--- src/rtl/mesh_node_interface.sv ---
// Local-port injection/ejection stage for a mesh router: formats node flits into a TX FIFO and buffers router deliveries in an RX FIFO.
// Define MESH_NODE_STATS_EN to add the saturating txCount/rxCount/dropCount statistics outputs.
module mesh_node_interface #(
  parameter int DATA_WIDTH = 32,
  parameter int ADDR_BITS  = 4,
  parameter int TX_DEPTH   = 4,
  parameter int RX_DEPTH   = 4
) (
  input  logic                                clk,
  input  logic                                reset,
  input  logic                                nodeWrReq,
  input  logic [ADDR_BITS-1:0]                nodeDestX,
  input  logic [ADDR_BITS-1:0]                nodeDestY,
  input  logic [DATA_WIDTH-2*ADDR_BITS-2:0]   nodePayload,
  output logic                                nodeWrReady,
  output logic [DATA_WIDTH-1:0]               txData,
  output logic                                txReq,
  input  logic                                txHold,
  input  logic [DATA_WIDTH-1:0]               rxData,
  input  logic                                rxReq,
  output logic                                rxHold,
  output logic [DATA_WIDTH-1:0]               nodeRxData,
  output logic                                nodeRxValid,
  input  logic                                nodeRxAck,
  output logic                                rxOverflow
`ifdef MESH_NODE_STATS_EN
  ,
  output logic [15:0]                         txCount,
  output logic [15:0]                         rxCount,
  output logic [15:0]                         dropCount
`endif
);

  localparam int TX_AW = $clog2(TX_DEPTH);
  localparam int RX_AW = $clog2(RX_DEPTH);
  localparam logic [TX_AW:0] TX_FULL = (TX_AW+1)'(TX_DEPTH);
  localparam logic [RX_AW:0] RX_FULL = (RX_AW+1)'(RX_DEPTH);
  localparam logic [RX_AW:0] RX_HIGH = (RX_AW+1)'(RX_DEPTH - 1);

  // ---------------- Injection path ----------------
  logic [DATA_WIDTH-1:0] txMem [TX_DEPTH];
  logic [TX_AW-1:0]      txWrPtr, txRdPtr;
  logic [TX_AW:0]        txCnt;
  logic                  txPush, txPop;

  // Ready comes from the registered count, so a same-cycle pop never frees room for a push.
  assign nodeWrReady = (txCnt != TX_FULL);
  assign txPush      = nodeWrReq && nodeWrReady;
  assign txPop       = (txCnt != '0) && !txHold;

  // NOTE: FIFO storage carries no reset; pointers and count alone decide which entries are live.
  always_ff @(posedge clk) begin
    if (txPush) txMem[txWrPtr] <= {1'b1, nodeDestX, nodeDestY, nodePayload};
  end

  always_ff @(posedge clk or negedge reset) begin
    if (!reset) begin
      txWrPtr <= '0;
      txRdPtr <= '0;
      txCnt   <= '0;
      txData  <= '0;
      txReq   <= 1'b0;
    end else begin
      txReq <= txPop;
      if (txPush) txWrPtr <= txWrPtr + 1'b1;
      if (txPop) begin
        txRdPtr <= txRdPtr + 1'b1;
        txData  <= txMem[txRdPtr];
      end
      case ({txPush, txPop})
        2'b10:   txCnt <= txCnt + 1'b1;
        2'b01:   txCnt <= txCnt - 1'b1;
        default: txCnt <= txCnt;
      endcase
    end
  end

  // ---------------- Ejection path ----------------
  logic [DATA_WIDTH-1:0] rxMem [RX_DEPTH];
  logic [RX_AW-1:0]      rxWrPtr, rxRdPtr;
  logic [RX_AW:0]        rxCnt, rxCntNext;
  logic                  rxFlitIn, rxFull, rxPush, rxPop, rxDrop;

  assign rxFlitIn    = rxReq && rxData[DATA_WIDTH-1];
  assign rxFull      = (rxCnt == RX_FULL);
  assign rxPop       = nodeRxAck && (rxCnt != '0);
  // A pop on the same edge frees the slot, so a full FIFO can still accept.
  assign rxPush      = rxFlitIn && (!rxFull || rxPop);
  assign rxDrop      = rxFlitIn && rxFull && !rxPop;
  assign nodeRxData  = rxMem[rxRdPtr];
  assign nodeRxValid = (rxCnt != '0);

  // NOTE: every variable assigned in always_comb gets its default first so no latch is inferred.
  always_comb begin
    rxCntNext = rxCnt;
    if (rxPush && !rxPop)      rxCntNext = rxCnt + 1'b1;
    else if (!rxPush && rxPop) rxCntNext = rxCnt - 1'b1;
  end

  always_ff @(posedge clk) begin
    if (rxPush) rxMem[rxWrPtr] <= rxData;
  end

  always_ff @(posedge clk or negedge reset) begin
    if (!reset) begin
      rxWrPtr    <= '0;
      rxRdPtr    <= '0;
      rxCnt      <= '0;
      rxHold     <= 1'b0;
      rxOverflow <= 1'b0;
    end else begin
      if (rxPush) rxWrPtr <= rxWrPtr + 1'b1;
      if (rxPop)  rxRdPtr <= rxRdPtr + 1'b1;
      rxCnt <= rxCntNext;
      // Hold rises one slot early to absorb a flit the router already has in flight.
      rxHold <= (rxCntNext >= RX_HIGH);
      if (rxDrop) rxOverflow <= 1'b1;
    end
  end

`ifdef MESH_NODE_STATS_EN
  // ---------------- Saturating statistics ----------------
  always_ff @(posedge clk or negedge reset) begin
    if (!reset) begin
      txCount   <= '0;
      rxCount   <= '0;
      dropCount <= '0;
    end else begin
      if (txPop  && txCount   != 16'hFFFF) txCount   <= txCount + 1'b1;
      if (rxPush && rxCount   != 16'hFFFF) rxCount   <= rxCount + 1'b1;
      if (rxDrop && dropCount != 16'hFFFF) dropCount <= dropCount + 1'b1;
    end
  end
`endif

endmodule
--- config.mk ---
export PLATFORM = sky130hd
export DESIGN_NAME = mesh_node_interface
export DESIGN_NICKNAME = d
export VERILOG_FILES = /design/src/rtl/mesh_node_interface.sv
export SDC_FILE = /design/constraint.sdc
export NUM_CORES = 1
export LEC_CHECK = 0
export CORE_MARGIN = 1.5
export CORE_UTILIZATION = 30
export DETAILED_ROUTE_END_ITERATION = 10
export PLACE_DENSITY_LB_ADDON = 0.12
export SLEW_MARGIN = 20
export SYNTH_ARGS = -nofsm -noshare
export SYNTH_HDL_FRONTEND = slang
export SYNTH_SLANG_ARGS = --single-unit
--- constraint.sdc ---
create_clock -name clk -period 3.8 [get_ports clk]
set_input_delay 0.38 -clock clk [delete_from_list [all_inputs] [get_ports clk]]
set_output_delay 0.38 -clock clk [all_outputs]
set_load 0.01 [all_outputs]
==> results.txt <==
Tightest slew margin relative to the limit - 33.2%
Required time of the critical path - 3.42 ns
Post-route worst hold slack - -0.00925 ns
Final-report max-slew violation count - 0
Count of routing violations after the opening detailed-route iteration - 175
Final worst-path cycle share - 75.0%
Total negative slack for setup checks - 0 ns
Post-Synthesis Cells - 492
Power density normalized to cell area - 779 nW/um2
Ratio of cells with drive above 1 in the final layout - 24.0%
Run status - complete, but fails checks
Count of buffering cells on the critical path with inverters included - 2
Count of input and output buffers - 137
Critical path, cell by cell - buf_12 > mux4_2 > clkdlybuf4s50_1
Synthesized area per cell - 23.1 um2
Internal - 8.21 mW
Post-synthesis share of cell area spent on and, or, nand and nor gates - 1.63%
# nets final - 740
Gr ovfl total - 0
Utilization after layout - 38.6%
Multiplexer share of the synthesized area - 16.8%
Antenna violations before repair - 1
Routed vias/inst - 4.43
HPWL after DPL - 13,900 um
Most repeated cell in the gate-level netlist after synthesis - edfxtp_1
Synth Area in Compound Gates - 0.517%
Syn Nets - 574
Number of H-tree branching levels - 2
Highest achievable clock rate - 351 MHz
Class of the tightest hold or removal check - input pin to asynchronous set/reset pin
Number of vias after detailed routing - 5,294
Count of final setup violators - 0
Latest clock arrival within the worst-skew pair - 0.51 ns
Register cell area after layout - 8800 um2
EDFF count, synth - 252
Core region area - 37,500 um2
Critical-path top delay cell - mux4_2
Min cycle time layout - 2.85 ns
Share of synthesized registers carrying an async set or reset - 16.3%
Leakage component of the power - 4.95 nW
IR drop worst, VDD - 0.340 mV
Switching component of the power - 3.07 mW
Kind of capture point of the worst setup path - output port
Share of power burned in registers - 42.0%
Cell type with the highest aggregate area in the netlist - edfxtp_1
Total non-filler cell area in the finished layout - 14,500 um2
Cts bufs inserted - 35
Combined area of the multi-input logic cells - 2430 um2
Clk pin slew, worst setup/hold paths - 0.06 ns
TritonCTS clock tree - built
CTS Sinks - 301
Arithmetic-cell share of the synthesized area counting full adders, half adders and majority gates - 1.50%
CTS root buffer - clkbuf_16
Relative contribution of combinational cells to total power - 29.2%
Dominant delay contributor by cell family on the critical path - buffers and inverters
Clock skew - 0.00961 ns
Routability cong. - 0.681
Worst-margin pin slew - 1.00 ns
Placed instance area - 13,400 um2
Xor and xnor area share after synthesis - 0.770%
Overall die area - 39,100 um2
Crit Path Max Fanout - 26
Number of gates resized after cts - 0
Total length of routed wires - 23,500 um
Most instantiated cells after synthesis - edfxtp_1 (252), mux4_2 (60), dfrtp_1 (49), mux2_4 (26)
Setup repair after global routing missed its margin - false
Max-cap check violation count - 0
Dominant cells by area after synthesis - edfxtp_1 (67%), mux4_2 (12%), dfrtp_1 (11%), mux2_4 (3.4%), ha_1 (1.3%)
Global routing usage summed across all routing layers - 12.3%
Synthesis-to-layout area growth - 27.3%
Post-detailed-route count of antenna-violating nets - 0
Worst setup path category - flop to output port
Fraction of power consumed by the clock network - 28.7%
Synthesized area - 11,400 um2
Main combinational cell family by area after synthesis - multiplexers
Detailed-router iteration count before antenna repair - 4
Maximum number of pins on one net before global-route repair - 36
Number of buffers inserted by hold repair at cts - 0
DR DRC count - 0
Switching power as a share of total power - 27.2%
Floorplan die width - 198 um
Core Rows - 71
Violations in the final reports - hold timing
Post-synthesis register bit count - 301
Setup Buffers After CTS - 0
Vert. Die Dim - 198 um
Leading register cell type out of synthesis - edfxtp_1
Global-route wire length before repair - 35,400 um
Arrival time reported for the critical path endpoint - 2.47 ns
Buffer levels on the longest clock path - 3
Count of boundary I/O pins - 138
Worst Setup Start Kind - flop
Unique cell type count in the Yosys netlist - 40
Final-report hold violation count - 4
Mean routed wirelength per cell - 19.7 um
Filler cells - 3,447
ANT cells - 0
Yosys Warn Count - 0
Fraction of post-synthesis cell area in the top cell type by area - 66.5%
Effective utilization at floorplan - 30.3%
Via count of the first global-routing pass - 5,965
Final Total Pwr - 11.3 mW
Delay of the slowest cell on the worst path - 0.59 ns
Sequential cell area fraction in the yosys report - 77.3%
[path summary, 6_finish.rpt]
check | start | slack [ns] | endpoint | cells past startpoint
min in group clk | txData[31] | 0.46 | txData[31] | 1
worst max-delay path | rxRdPtr[0] | 0.95 | nodeRxData[26] | 3
worst max register to register | rxCnt[0] | 1.40 | rxMem[2][7] | 6
worst min-delay path | reset | -0.009 | txReq | 1
max in group asynchronous | reset | 2.92 | rxRdPtr[0] | 2
worst min register to register | txData[31] | 0.46 | txData[31] | 1
[cell families (layout without fill, tap and decap cells)]
family                     Yosys count  after routing
buffers and inverters               30            222
muxes                               97             97
xor gates and xnor gates            10             10
DFF                                301            301
AOI/OAI and AO/OA                    8              8
adders and majority gates           13             13
and+or+nand+nor                     33             33
[sequential cells by signal, summed over array words and instances, names as in the netlist]
| name | cells |
|---|---|
| rxRdPtr | 2 |
| rxHold | 1 |
| rxWrPtr | 2 |
| txReq | 1 |
| rxCnt | 3 |
| txData | 32 |
| txMem | 124 |
| txWrPtr | 2 |
| txCnt | 3 |
| rxMem | 128 |
| rxOverflow | 1 |
| txRdPtr | 2 |
[cell type report]
class | instances | share of cell area (%)
inverter | 12 | 0.311
clock inverter | 18 | 1.07
sequential | 301 | 60.7
clock buffer | 45 | 6.67
timing repair buffer | 147 | 10.0
tap | 511 | 4.41
multi-input combinational | 161 | 16.8
[stage by stage]
stage                     std cells  worst slack (ns)
final                          1195             0.948
after CTS                      1195             0.859
after global routing           1195             0.813
after detailed placement       1132              1.01
after global placement         1132              1.11
after floorplan                 492              1.49
[worst reg2reg max path, delay by kind of cell, from the launching register on]
| family | cells | cell delay (ns) |
|---|---|---|
| fa+ha+maj | 1 | 0.26 |
| simple gates | 3 | 0.92 |
| buf+inv | 2 | 0.48 |
| flops | 1 | 0.39 |
[layout by cell type, fill, tap and decap left out, drive strengths merged, types with 2 or more instances in the layout]
master	synthesis	layout
and2	5	5
and3	5	5
buf	15	11
bufinv	0	3
clkbuf	3	45
clkdlybuf4s50	0	136
clkinv	0	14
dfrtp	49	49
edfxtp	252	252
ha	12	12
inv	12	12
mux2	33	33
mux4	63	63
nand2	6	6
nand3	3	3
nor2	4	4
nor3	2	2
or2	3	3
xnor2	7	7
xor2	3	3
[power by group through the flow]
stage | registers, mW | logic, mW | clock network, mW
finish | 4.74 | 3.30 | 3.24
global route | 4.84 | 3.56 | 3.48
global placement | 4.80 | 3.33 | 0
detailed placement | 4.83 | 3.37 | 0
floorplan | 4.65 | 2.04 | 0
CTS | 4.77 | 3.39 | 3.35
[routing by layer]
metal	up-vias	global-route usage (%)	wire length, um
li1	2340	-	-
met1	2776	14.5	9610
met2	136	21.4	11900
met3	40	3.73	1480
met4	2	3.96	503
met5	-	0	12
Power figures use the tool's default switching activity.
